[config.mk]
export PLATFORM = sky130hd
export DESIGN_NAME = keypad_event_gen_flat
export DESIGN_NICKNAME = d
export VERILOG_FILES = /design/src/rtl/keypad_pkg.sv /design/src/rtl/keypad_event_gen_if.sv /design/src/rtl/keypad_event_gen_kp_prio_enc.sv /design/src/rtl/keypad_event_gen.sv /design/src/flat_wrapper.sv
export SDC_FILE = /design/constraint.sdc
export NUM_CORES = 1
export LEC_CHECK = 0
export BUFFER_PORTS_ARGS = -buffer_cell sky130_fd_sc_hd__buf_2
export CORE_ASPECT_RATIO = 2
export CORE_MARGIN = 5
export CORE_UTILIZATION = 60
export DETAILED_ROUTE_END_ITERATION = 12
export PLACE_DENSITY_LB_ADDON = 0.25
export REMOVE_ABC_BUFFERS = 1
export SLEW_MARGIN = 40
export SYNTH_ARGS = -nofsm -noshare
export SYNTH_HDL_FRONTEND = slang
export SYNTH_HIERARCHICAL = 1
export SYNTH_SLANG_ARGS = --single-unit
[constraint.sdc]
create_clock -name clk -period 3.9 [get_ports clk]
set_input_delay 0.78 -clock clk [delete_from_list [all_inputs] [get_ports clk]]
set_output_delay 0.78 -clock clk [all_outputs]
set_load 0.02 [all_outputs]
[src/rtl/keypad_pkg.sv]
// Shared lock-datapath definitions: debouncer state encoding and key code constants.
package keypad_pkg;

   typedef enum logic [1:0] {
      IDLE       = 2'd0,
      DB_PRESS   = 2'd1,
      PRESSED    = 2'd2,
      DB_RELEASE = 2'd3
   } kp_state_t;

   localparam int KEY_HEX_MAX = 15;
   localparam int KEY_W       = 16;  // arm / enter
   localparam int KEY_X       = 17;
   localparam int KEY_Y       = 18;
   localparam int KEY_Z       = 19;

endpackage

[src/rtl/keypad_event_gen_if.sv]
// Key event channel between the keypad front end (master) and the lock logic (slave).
interface keypad_event_gen_if #(
   parameter int CODE_W = 5
);
   import keypad_pkg::*;

   // key_valid/key_code hold until an edge where key_ready=1; key_ready is
   // ignored while key_valid=0; the master never withdraws a pending event.
   logic              key_valid;
   logic              key_ready;
   logic [CODE_W-1:0] key_code;
   logic              key_held;
   logic              overrun;
   kp_state_t         dbg_state;

   modport master (
      input  key_ready,
      output key_valid, key_code, key_held, overrun, dbg_state
   );

   modport slave (
      output key_ready,
      input  key_valid, key_code, key_held, overrun, dbg_state
   );

endinterface

[src/rtl/keypad_event_gen_kp_prio_enc.sv]
// Combinational priority encoder: any = OR of inputs, code = highest set index.
module kp_prio_enc #(
   parameter int NKEYS  = 20,
   parameter int CODE_W = 5
) (
   input  logic [NKEYS-1:0]  i_s,
   output logic              o_any,
   output logic [CODE_W-1:0] o_code
);

   always_comb begin
      o_any  = |i_s;
      o_code = '0;
      for (int i = 0; i < NKEYS; i++) begin
         if (i_s[i]) o_code = CODE_W'(i);
      end
   end

endmodule

[src/rtl/keypad_event_gen.sv]
// Keypad front end: synchronize, debounce and encode buttons into one event per press.
// Define KEYPAD_AUTOREPEAT_EN to re-emit the held key after a delay and then periodically.
module keypad_event_gen
   import keypad_pkg::*;
#(
   parameter int NKEYS           = KEY_Z + 1,
   parameter int CODE_W          = 5,
   parameter int DEBOUNCE_CYCLES = 3,
   parameter int REPEAT_DELAY    = 50,
   parameter int REPEAT_PERIOD   = 10
) (
   input  logic               clk,
   input  logic               rst,
   input  logic [NKEYS-1:0]   pb_in,
   keypad_event_gen_if.master kp
);

   // An out-of-range parameter set never emits, so a bad build is obvious at once.
   localparam bit CFG_OK = (2**CODE_W >= NKEYS) && (DEBOUNCE_CYCLES >= 1) &&
                           (DEBOUNCE_CYCLES <= 15) && (REPEAT_DELAY >= 1) &&
                           (REPEAT_DELAY <= 255) && (REPEAT_PERIOD >= 1) &&
                           (REPEAT_PERIOD <= 255);
   localparam logic [3:0] DB_N = 4'(DEBOUNCE_CYCLES);

   logic [NKEYS-1:0]  r_sync1, r_sync2;
   logic              w_any;
   logic [CODE_W-1:0] w_code;

   kp_state_t         r_state;
   logic [3:0]        r_cnt;
   logic [3:0]        w_cnt_inc;
   logic [CODE_W-1:0] r_cand;
   logic              r_held;

   logic              w_emit;
   logic [CODE_W-1:0] w_emit_code;
   logic              r_valid;
   logic [CODE_W-1:0] r_code;
   logic              r_overrun;

`ifdef KEYPAD_AUTOREPEAT_EN
   localparam logic [7:0] RPT_DLY = 8'(REPEAT_DELAY);
   localparam logic [7:0] RPT_PER = 8'(REPEAT_PERIOD);
   logic [7:0] r_rpt;
   logic       r_rpt_per;
   logic [7:0] w_rpt_inc;
   logic [7:0] w_rpt_lim;
   assign w_rpt_inc = r_rpt + 8'd1;
   assign w_rpt_lim = r_rpt_per ? RPT_PER : RPT_DLY;
`endif

   always_ff @(posedge clk or posedge rst) begin
      if (rst) begin
         r_sync1 <= '0;
         r_sync2 <= '0;
      end else begin
         r_sync1 <= pb_in;
         r_sync2 <= r_sync1;
      end
   end

   kp_prio_enc #(
      .NKEYS  (NKEYS),
      .CODE_W (CODE_W)
   ) u_prio_enc (
      .i_s    (r_sync2),
      .o_any  (w_any),
      .o_code (w_code)
   );

   assign w_cnt_inc = (r_cnt == 4'hF) ? r_cnt : r_cnt + 4'd1;

   always_comb begin
      w_emit      = 1'b0;
      w_emit_code = r_cand;
      case (r_state)
         IDLE: begin
            if (w_any && DB_N == 4'd1) begin
               w_emit      = CFG_OK;
               w_emit_code = w_code;
            end
         end
         DB_PRESS: begin
            if (w_any && w_code == r_cand && w_cnt_inc >= DB_N) w_emit = CFG_OK;
         end
`ifdef KEYPAD_AUTOREPEAT_EN
         PRESSED: begin
            if (w_any && w_rpt_inc == w_rpt_lim) w_emit = CFG_OK;
         end
`endif
         default: ;
      endcase
   end

   // Debounce FSM; r_cnt counts consecutive agreeing samples, including the first.
   always_ff @(posedge clk or posedge rst) begin
      if (rst) begin
         r_state <= IDLE;
         r_cnt   <= '0;
         r_cand  <= '0;
         r_held  <= 1'b0;
      end else begin
         case (r_state)
            IDLE: begin
               if (w_any) begin
                  r_cand <= w_code;
                  r_cnt  <= 4'd1;
                  if (DB_N == 4'd1) begin
                     r_state <= PRESSED;
                     r_held  <= 1'b1;
                  end else begin
                     r_state <= DB_PRESS;
                  end
               end
            end
            DB_PRESS: begin
               if (!w_any || w_code != r_cand) begin
                  r_state <= IDLE;
                  r_cnt   <= '0;
               end else begin
                  r_cnt <= w_cnt_inc;
                  if (w_cnt_inc >= DB_N) begin
                     r_state <= PRESSED;
                     r_held  <= 1'b1;
                  end
               end
            end
            PRESSED: begin
               if (!w_any) begin
                  r_cnt <= 4'd1;
                  if (DB_N == 4'd1) begin
                     r_state <= IDLE;
                     r_held  <= 1'b0;
                  end else begin
                     r_state <= DB_RELEASE;
                  end
               end
            end
            DB_RELEASE: begin
               if (w_any) begin
                  r_state <= PRESSED;
               end else begin
                  r_cnt <= w_cnt_inc;
                  if (w_cnt_inc >= DB_N) begin
                     r_state <= IDLE;
                     r_held  <= 1'b0;
                  end
               end
            end
            default: begin
               r_state <= IDLE;
               r_held  <= 1'b0;
            end
         endcase
      end
   end

`ifdef KEYPAD_AUTOREPEAT_EN
   // Repeat timer runs only while settled in PRESSED; any excursion restarts it.
   always_ff @(posedge clk or posedge rst) begin
      if (rst) begin
         r_rpt     <= '0;
         r_rpt_per <= 1'b0;
      end else if (r_state == PRESSED && w_any) begin
         if (w_rpt_inc == w_rpt_lim) begin
            r_rpt     <= '0;
            r_rpt_per <= 1'b1;
         end else begin
            r_rpt <= w_rpt_inc;
         end
      end else begin
         r_rpt     <= '0;
         r_rpt_per <= 1'b0;
      end
   end
`endif

   always_ff @(posedge clk or posedge rst) begin
      if (rst) begin
         r_valid   <= 1'b0;
         r_code    <= '0;
         r_overrun <= 1'b0;
      end else if (w_emit) begin
         if (!r_valid || kp.key_ready) begin
            r_valid <= 1'b1;
            r_code  <= w_emit_code;
         end else begin
            r_overrun <= 1'b1;
         end
      end else if (r_valid && kp.key_ready) begin
         r_valid <= 1'b0;
      end
   end

   assign kp.key_valid = r_valid;
   assign kp.key_code  = r_code;
   assign kp.key_held  = r_held;
   assign kp.overrun   = r_overrun;
   assign kp.dbg_state = r_state;

endmodule

[src/flat_wrapper.sv]
// flat-port wrapper written by rule: the top's interface ports become plain ports
module keypad_event_gen_flat import keypad_pkg::*;
#(
   parameter int NKEYS           = KEY_Z + 1,
   parameter int CODE_W          = 5,
   parameter int DEBOUNCE_CYCLES = 3,
   parameter int REPEAT_DELAY    = 50,
   parameter int REPEAT_PERIOD   = 10
)
  (clk, rst, pb_in, kp_key_ready, kp_key_valid, kp_key_code, kp_key_held, kp_overrun, kp_dbg_state);
  keypad_event_gen_if #(.CODE_W(CODE_W)) kp_i ();
  input  logic clk;
  input  logic rst;
  input  logic [NKEYS-1:0] pb_in;
  input wire logic [$bits(kp_i.key_ready)-1:0] kp_key_ready;
  output wire logic [$bits(kp_i.key_valid)-1:0] kp_key_valid;
  output wire logic [$bits(kp_i.key_code)-1:0] kp_key_code;
  output wire logic [$bits(kp_i.key_held)-1:0] kp_key_held;
  output wire logic [$bits(kp_i.overrun)-1:0] kp_overrun;
  output wire logic [$bits(kp_i.dbg_state)-1:0] kp_dbg_state;
  assign kp_i.key_ready = kp_key_ready;
  assign kp_key_valid = kp_i.key_valid;
  assign kp_key_code = kp_i.key_code;
  assign kp_key_held = kp_i.key_held;
  assign kp_overrun = kp_i.overrun;
  assign kp_dbg_state = kp_i.dbg_state;
  keypad_event_gen #(.NKEYS(NKEYS), .CODE_W(CODE_W), .DEBOUNCE_CYCLES(DEBOUNCE_CYCLES), .REPEAT_DELAY(REPEAT_DELAY), .REPEAT_PERIOD(REPEAT_PERIOD)) u_core (.clk(clk), .rst(rst), .pb_in(pb_in), .kp(kp_i));
endmodule
## After elaboration in Yosys (flattened, before gate mapping)

Index checks and enable logic that the tools add are counted.

- Bitwise logic cells: 1
- $lt $le $gt $ge: 1
- Reductions and logical operators: 18
- Add/sub/neg operators: 1
- Eq/ne operators: 15
- Multiplexer cells: 42

Operators by type and width:

| operator | count |
|---|---|
| $mux 5 | 18 |
| $mux 4 | 5 |
| $reduce_or 20->1 | 1 |
| $pmux 4 s4 | 1 |
| $mux 2 | 6 |
| $mux 1 | 10 |
| $ne 2x2->1 const B | 4 |
| $pmux 2 s4 | 1 |
| $reduce_and 2->1 | 4 |
| $ne 2x1->1 const B | 3 |
| $ne 3x1->1 const B | 2 |
| $eq 5x5->1 | 1 |
| $ne 5x5->1 | 1 |
| $reduce_and 5->1 | 1 |
| $add 4x1->4 const B | 1 |
| $eq 2x2->1 const B | 2 |
| $eq 4x4->1 const B | 1 |
| $ge 4x2->1 const B | 1 |
| $reduce_and 4->1 | 1 |
| $reduce_bool 2->1 | 2 |
| $logic_and 1x1->1 | 3 |
| $reduce_and 3->1 | 1 |
| $eq 2x1->1 const B | 1 |
| $logic_not 1->1 | 2 |
| other kinds (4) | 5 |

- Output and inout port bits: 10
- Bits of input ports: 23
- Logic and storage cells: 87
- Flip-flop bits (word level): 59

## Depth between registers and ports, before layout

Gate-level depths: netlist of the first run.

- Depth after elaboration: 26
- Mapped depth: 9
- Depth with buffers taken out: 8

## Modules after synthesis

The synthesis of the first run kept the hierarchy.

By module, submodules not included:

| module | area each (um2) | sequential area each (um2) | cells each | times used |
|---|---|---|---|---|
| keypad_event_gen | 2094.5 | 1476.4 | 139 | 1 |
| kp_prio_enc | 206.4 | 0.0 | 38 | 1 |

## Least setup slack after synthesis of the first run

No wires, ideal clock.

- Path type: register to register
- Start point: register u_core.r_sync2[11]
- End point: register u_core.r_code[0] (netlist: u_core/kp.key_code[0])
- Period minus slack after synthesis: 2.624 ns
- Setup time: 0.125 ns
- Data arrival time: 2.499 ns
- Slack: 1.276 ns
- Required time: 3.775 ns
- Path buffers: 1
- Cell stages (with the launch flop): 9
- Path through: dfrtp_1 or4_4 o21ai_0 o31ai_1 xnor2_1 nand4_2 or4b_1 buf_6 mux2_4

- Longest elaborated chain between the ends: 15
- Elaborated cells on any way between the ends: 16
- Classes of those cells: eq/ne (1); mux (11); reduce/logical (4)

RTL lines:

| what | RTL line | text |
|---|---|---|
| start, declared | keypad_event_gen.sv:25 | `logic [NKEYS-1:0] r_sync1, r_sync2;` |
| start signal, assigned | keypad_event_gen.sv:58 | `r_sync2 <= r_sync1;` |
| $mux 5 (9 in series) | keypad_event_gen_kp_prio_enc.sv:15 | `if (i_s[i]) o_code = CODE_W'(i);` |
| net u_core.w_code[0] | keypad_event_gen.sv:27 | `logic [CODE_W-1:0] w_code;` |
| $eq 5x5->1 | keypad_event_gen.sv:84 | `if (w_any && w_code == r_cand && w_cnt_inc >= DB_N) w_emit = CFG_OK;` |
| $logic_and 1x1->1 (2 in series) | keypad_event_gen.sv:84 |  |
| $mux 1 | keypad_event_gen.sv:84 |  |
| $mux 1 | keypad_event_gen.sv:76 | `case (r_state)` |
| $reduce_and 2->1 (no line) | - |  |
| end signal, assigned | keypad_event_gen.sv:186 | `r_code <= w_emit_code;` |
| end, declared | keypad_event_gen.sv:38 | `logic [CODE_W-1:0] r_code;` |

The timed path passes the listed nets, and every way through them passes these cells.
A chain may end at the register's enable or synchronous reset.

## Worst setup path after layout of the first run

- Start point: register u_core.r_sync2[13]
- End point: register u_core.r_code[4] (netlist: u_core/kp.key_code[4])

- Longest elaborated chain between the ends: 13
- Elaborated cells on any way between the ends: 14
- Classes of those cells: eq/ne (1); mux (9); reduce/logical (4)

RTL lines:

| what | RTL line |
|---|---|
| $mux 5 (7 in series) | keypad_event_gen_kp_prio_enc.sv:15 |
| net u_core.w_code[0] | keypad_event_gen.sv:27 |
| $eq 5x5->1 | keypad_event_gen.sv:84 |
| $logic_and 1x1->1 (2 in series) | keypad_event_gen.sv:84 |
| $mux 1 | keypad_event_gen.sv:84 |
| $mux 1 | keypad_event_gen.sv:76 |
| $reduce_and 2->1 (no line) | - |

The timed path passes the listed nets, and every way through them passes these cells.

==> impl_metrics.json, run 1 <==
{
  "register_area_um2": 1476,
  "fin_total_pwr_mw": 1.763,
  "switching_share_pct": 30.25,
  "finClkSkew_ns": 0.009597,
  "multi_input_comb_area_um2": 757.0,
  "p_seq_share_pct": 45.0,
  "cap_violations": 0,
  "dp.cells": 255,
  "worst_pin_slew_ns": 0.6674,
  "ys_ff_latch": 59,
  "fin_area_um2": 2706,
  "fillers": 286,
  "initial_core_util_pct": 60.49,
  "p_leak_nw": 1.258,
  "antenna_cells": 0,
  "rsz0062_at_grt": "no",
  "drtIter0Drc": 45,
  "place_ws_ns": 0.9967,
  "crit_chain": "nor2b_1 > or4_4 > o21ai_0 > o31ai_1 > xnor2_1 > nand4_2 > or4b_1 > mux2_4",
  "dp_hpwl_um": 3069,
  "nNetsFinal": 239,
  "grt_overflow_total": 0,
  "cts_buffer_depth": 2,
  "critPathSlowestCell": "or4b_1",
  "grt_pass1_wl_um": 7107,
  "final_cell_mix": "dfrtp_1, buf_2, nor2_1, clkbuf_8",
  "io_buffer_count": 32,
  "finalMaxSlewViolations": 0,
  "synth_seq_area_share_pct": 64.17,
  "htreeDepth": 3,
  "synth-edff-count": 0,
  "final_core_util_pct": 71.15,
  "end_kind": "flip-flop",
  "cp_num_buf_inv": 0,
  "max_clock_freq_mhz": 343.3,
  "avgSynthCellArea_um2": 13.00,
  "cp_data_arrival_time_ns": 3.12,
  "slowest_delay_ns": 0.76,
  "cts-root-buf": "clkbuf_8",
  "vdd_drop_max_uv": 466.1,
  "power_density_nw_per_um2": 651.5,
  "syn_inst": 177,
  "rows": 32,
  "drive_gt1_share_pct": 28.18,
  "area_delta_synth_final_pct": 17.62,
  "setup_viol": 0,
  "place_congestion": 0.7861,
  "synth_flop_cell": "dfrtp_1",
  "fin_hold_ws_ns": 0.3425,
  "grtUsageTotal_pct": 19.19,
  "cts_tree": "yes",
  "die_area_um2": 5249,
  "core_region_area_um2": 3804,
  "p_sw_mw": 0.5333,
  "finalCritPeriodShare_pct": 74.68,
  "clockPowerShare_pct": 32.2,
  "hold_path_class": "flip-flop to flip-flop",
  "postCtsSetupBuffers": 0,
  "cp.required_ns": 4.11,
  "clock-sinks": 59,
  "yosys_warnings": 6,
  "yosysUniqueCellTypes": 47,
  "dr.pass1.iters": 4,
  "stdcell_count": 271,
  "relSlewSlack_pct": 55.51,
  "die_w_um": 53.79,
  "pwr-share-comb_pct": 22.8,
  "setup_tns_ns": 0,
  "grt_max_degree": 60,
  "cts_resized": 0,
  "grt_pass1_vias": 1649,
  "cp_max_fo": 9,
  "clock_latency_ns": 0.33,
  "ctsHoldBuffers": 0,
  "internal-power_mw": 1.230,
  "wl_um": 4148,
  "grt_antenna_before_repair": 0,
  "setup_ws_ns": 0.9875,
  "vias": 1523,
  "dieHeight_um": 97.58,
  "syn_area_um2": 2301,
  "placed_area_um2": 2494,
  "status": "completed",
  "wl_per_cell_um": 15.31,
  "critPathLaunchType": "flip-flop",
  "cp_top_family": "simple AND/OR/NAND/NOR gates",
  "viasPerCell": 5.620,
  "antenna_left": 0,
  "synth_async_sr_flop_share_pct": 100.0,
  "drc": 0,
  "numCtsBuffers": 9,
  "clk_pin_slew_ns": 0.06,
  "layout_commonest_cell": "dfrtp_1",
  "final_hold_viol_count": 0,
  "top_level_ports": 33,
  "min_period_ns": 2.913,
  "criticalPathCategory": "flip-flop to flip-flop"
}
worst paths after layout:
kind	startpoint	end	slack [ns]	cells past startpoint
worst max-delay path	u_core/r_sync2[13]	u_core/kp.key_code[4]	0.99	8
worst min-delay path	u_core/r_sync1[16]	u_core/r_sync2[16]	0.34	0
worst max register to register	u_core/r_sync2[13]	u_core/kp.key_code[4]	0.99	8
worst min register to register	u_core/r_sync1[16]	u_core/r_sync2[16]	0.34	0
max in group asynchronous	rst	u_core/r_cnt[2]	2.89	2
min in group asynchronous	rst	u_core/r_sync2[19]	0.56	2
Yosys cell counts (all sizes together), types with 2 or more instances:
library cell / number / area [um2]
inv: 9 / 33.78
mux2: 10 / 131.4
nor3: 2 / 10.01
nor2: 14 / 52.55
dfrtp: 59 / 1476
mux2i: 3 / 30.03
nand3b: 3 / 22.52
o21ai: 3 / 15.01
nor4: 4 / 25.02
nand3: 3 / 15.01
o31ai: 3 / 22.52
o211ai: 3 / 22.52
buf: 2 / 22.52
nand2b: 5 / 31.28
a221oi: 2 / 17.52
nor2b: 5 / 31.28
clkbuf: 3 / 11.26
nand2: 8 / 30.03
a21oi: 5 / 25.02
xnor2: 5 / 43.79
state kept, by name, indices dropped and copies added (netlist names):
register,flops
u_core/kp.dbg_state,2
u_core/kp.key_code,5
u_core/kp.key_held,1
u_core/kp.key_valid,1
u_core/kp.overrun,1
u_core/r_cand,5
u_core/r_cnt,4
u_core/r_sync1,20
u_core/r_sync2,20
final cells by class:
type,instances,area share (%)
clock buffers,12,6.103
well taps,51,2.358
clock inverters,4,1.757
repair buffers,32,5.918
flip-flops and latches,59,54.55
multi-input cells,104,27.97
inverters,9,1.341
worst register-to-register path, stage by stage (launching register included):
cell and delay [ns]:
dfrtp_1 0.40, nor2b_1 0.15, or4_4 0.42, o21ai_0 0.16
o31ai_1 0.11, xnor2_1 0.20, nand4_2 0.26, or4b_1 0.76
mux2_4 0.35
cell families (layout without fill, tap and decap cells):
logic type | Yosys count | after routing | share of synthesized area, %
compound gates | 32 | 32 | 10.55
xor+xnor | 5 | 5 | 1.903
fa+ha+maj | 1 | 1 | 0.5437
buf+inv | 14 | 57 | 2.936
flops | 59 | 59 | 64.17
mux | 13 | 13 | 7.014
simple gates | 53 | 53 | 12.89
per-layer routing:
metal  wire length, um  up-vias  share of wire [%]  track usage [%]
li1                  -      706                  -                -
met1              1322      753                 32            18.33
met2              2468       47                 59            32.34
met3               182       17                4.4            6.144
met4               175        0                4.2            12.99
met5                 0        -                  0                0
power groups by stage:
stage	Sequential (mW)	Combinational, mW	Clock, mW
after floorplan	0.822	0.258	0
after global placement	0.796	0.386	0
after detailed placement	0.805	0.403	0
after CTS	0.793	0.405	0.583
after global routing	0.808	0.439	0.616
final	0.793	0.402	0.568
No activity file was read; power rests on OpenSTA's default activity.
==> inputs of run 2 (changes only) <==
--- a/config.mk
+++ b/config.mk
@@ -8,7 +8,7 @@
 export BUFFER_PORTS_ARGS = -buffer_cell sky130_fd_sc_hd__buf_2
 export CORE_ASPECT_RATIO = 2
 export CORE_MARGIN = 5
-export CORE_UTILIZATION = 60
+export CORE_UTILIZATION = 55
 export DETAILED_ROUTE_END_ITERATION = 12
 export PLACE_DENSITY_LB_ADDON = 0.25
 export REMOVE_ABC_BUFFERS = 1
==> constraint.sdc (replaced) <==
create_clock -name clk -period 2.79 [get_ports clk]
set_input_delay 0.558 -clock clk [delete_from_list [all_inputs] [get_ports clk]]
set_output_delay 0.558 -clock clk [all_outputs]
set_load 0.02 [all_outputs]
==> impl_metrics.json, run 2 (synthesized netlist as in run 1, its figures left out) <==
{
  "status": "completed",
  "die_area_um2": 5655,
  "end_kind": "flip-flop",
  "postCtsSetupBuffers": 0,
  "setup_ws_ns": 0.1914,
  "rsz0062_at_grt": "no",
  "max_clock_freq_mhz": 384.8,
  "grtUsageTotal_pct": 17.82,
  "final_hold_viol_count": 0,
  "cts_resized": 0,
  "htreeDepth": 3,
  "clock_latency_ns": 0.33,
  "setup_tns_ns": 0,
  "reg2reg_slack_ns": 0.19,
  "io_buffer_count": 32,
  "power_density_nw_per_um2": 946.3,
  "setup_viol": 0,
  "viasPerCell": 5.554,
  "rows": 33,
  "vdd_drop_max_uv": 611.9,
  "antenna_cells": 0,
  "finClkSkew_ns": 0.005632,
  "place_ws_ns": 0.07920,
  "antenna_left": 0,
  "place_congestion": 0.8032,
  "top_regs": "u_core/r_sync1 (20), u_core/r_sync2 (20)",
  "wl_um": 4325,
  "drc": 0,
  "grt_max_degree": 31,
  "top_level_ports": 33,
  "switching_share_pct": 28.78,
  "criticalPathCategory": "flip-flop to flip-flop",
  "dr.pass1.iters": 4,
  "p_seq_share_pct": 42.3,
  "cp.required_ns": 3.00,
  "initial_core_util_pct": 56.29,
  "wl_per_cell_um": 15.67,
  "layout_commonest_cell": "dfrtp_1",
  "numCtsBuffers": 9,
  "clockPowerShare_pct": 35.7,
  "drtIter0Drc": 28,
  "cts_tree": "yes",
  "pwr-share-comb_pct": 22.0,
  "nNetsFinal": 243,
  "hold_path_class": "input port to asynchronous set/reset pin",
  "clk_pin_slew_ns": 0.07,
  "r2r_cells": 7,
  "fillers": 316,
  "r2r-start": "u_core/r_sync2[11]",
  "ctsHoldBuffers": 0,
  "reg2reg_to": "u_core/kp.key_code[2]",
  "vias": 1533,
  "final_cell_mix": "dfrtp_1, buf_2, nor2_1, clkbuf_8",
  "grt_pass1_wl_um": 7431,
  "drive_gt1_share_pct": 29.91,
  "critPathLaunchType": "flip-flop",
  "core_region_area_um2": 4088,
  "cp_data_arrival_time_ns": 2.81,
  "grt_overflow_total": 0,
  "relSlewSlack_pct": 61.82,
  "worst_pin_slew_ns": 0.5718,
  "cp_max_fo": 5,
  "finalCritPeriodShare_pct": 93.14,
  "p_leak_nw": 1.296,
  "cts_buffer_depth": 2,
  "finalMaxSlewViolations": 0,
  "final_core_util_pct": 67.92,
  "grt_pass1_vias": 1718,
  "grt_antenna_before_repair": 0,
  "area_delta_synth_final_pct": 20.66,
  "clock-sinks": 59,
  "internal-power_mw": 1.871,
  "dieHeight_um": 101.5,
  "die_w_um": 55.74,
  "cap_violations": 0,
  "cts-root-buf": "clkbuf_8",
  "p_sw_mw": 0.7563,
  "dp_hpwl_um": 3268,
  "min_period_ns": 2.599
}
run 2: cell types whose count changed in the layout (fill, tap and decap cells not counted), moves of 2 or more:
cell / change
buf_4: +4
bufinv_16: +2
clkbuf_8: -2
clkinv_4: +2
run 2: power groups by stage:
stage,Sequential (mW),Clock [mW],Combinational (mW)
finish,1.11,0.938,0.578
global route,1.13,1.00,0.637
CTS,1.11,0.960,0.581
detailed placement,1.13,0,0.579
global placement,1.11,0,0.561
floorplan,1.15,0,0.361
run 2: how the worst max path moves through the flow:
stage	start	end	slack [ns]	cells after the start
3_5_place_dp	u_core/r_sync2[2]	u_core/kp.key_code[0]	0.08	8
5_1_grt	u_core/r_sync2[2]	u_core/kp.key_code[4]	0.05	8
2_1_floorplan	u_core/r_sync2[11]	u_core/kp.key_code[0]	0.12	7
4_1_cts	u_core/r_sync2[2]	u_core/kp.key_code[0]	0.07	8
3_3_place_gp	u_core/r_sync2[2]	u_core/kp.key_code[1]	0.1	8
6_report	u_core/r_sync2[11]	u_core/kp.key_code[2]	0.19	7
run 2: cell type report:
cell class | count | area (um2) | area share, %
Tap cell | 52 | 65.06 | 2.343
Sequential cell | 59 | 1476 | 53.18
Inverter | 9 | 33.78 | 1.217
Multi-Input combinational cell | 104 | 760.7 | 27.40
Clock inverter | 6 | 112.6 | 4.056
Timing Repair Buffer | 36 | 190.2 | 6.850
Clock buffer | 10 | 137.6 | 4.957
run 2: layer usage:
| layer | wire (um) | part of all wire, % | track usage (%) | vias up |
|---|---|---|---|---|
| li1 | - | - | - | 718 |
| met1 | 1338 | 31 | 14.40 | 756 |
| met2 | 2617 | 61 | 34.40 | 44 |
| met3 | 187 | 4.3 | 5.485 | 15 |
| met4 | 181 | 4.2 | 13.11 | 0 |
| met5 | 0 | 0 | 0 | - |
run 2: metrics by stage:
step | std cells | area (um2) | hold slack, ns | power [mW]
finish | 276 | 2776 | 0.2778 | 2.627
global route | 276 | 2776 | 0.3070 | 2.773
CTS | 276 | 2773 | 0.2805 | 2.653
detailed placement | 260 | 2522 | 0.3358 | 1.709
global placement | 260 | 2522 | 0.3312 | 1.675
floorplan | 172 | 2267 | 0.3312 | 1.510
run 2: worst max-delay path, cell delays in order, from the launching register on:
cell,delay [ns]
dfrtp_1,0.41
or4_4,0.55
o21ai_0,0.18
o31ai_1,0.11
xnor2_1,0.18
nand4_2,0.12
or4b_4,0.62
mux2_4,0.32
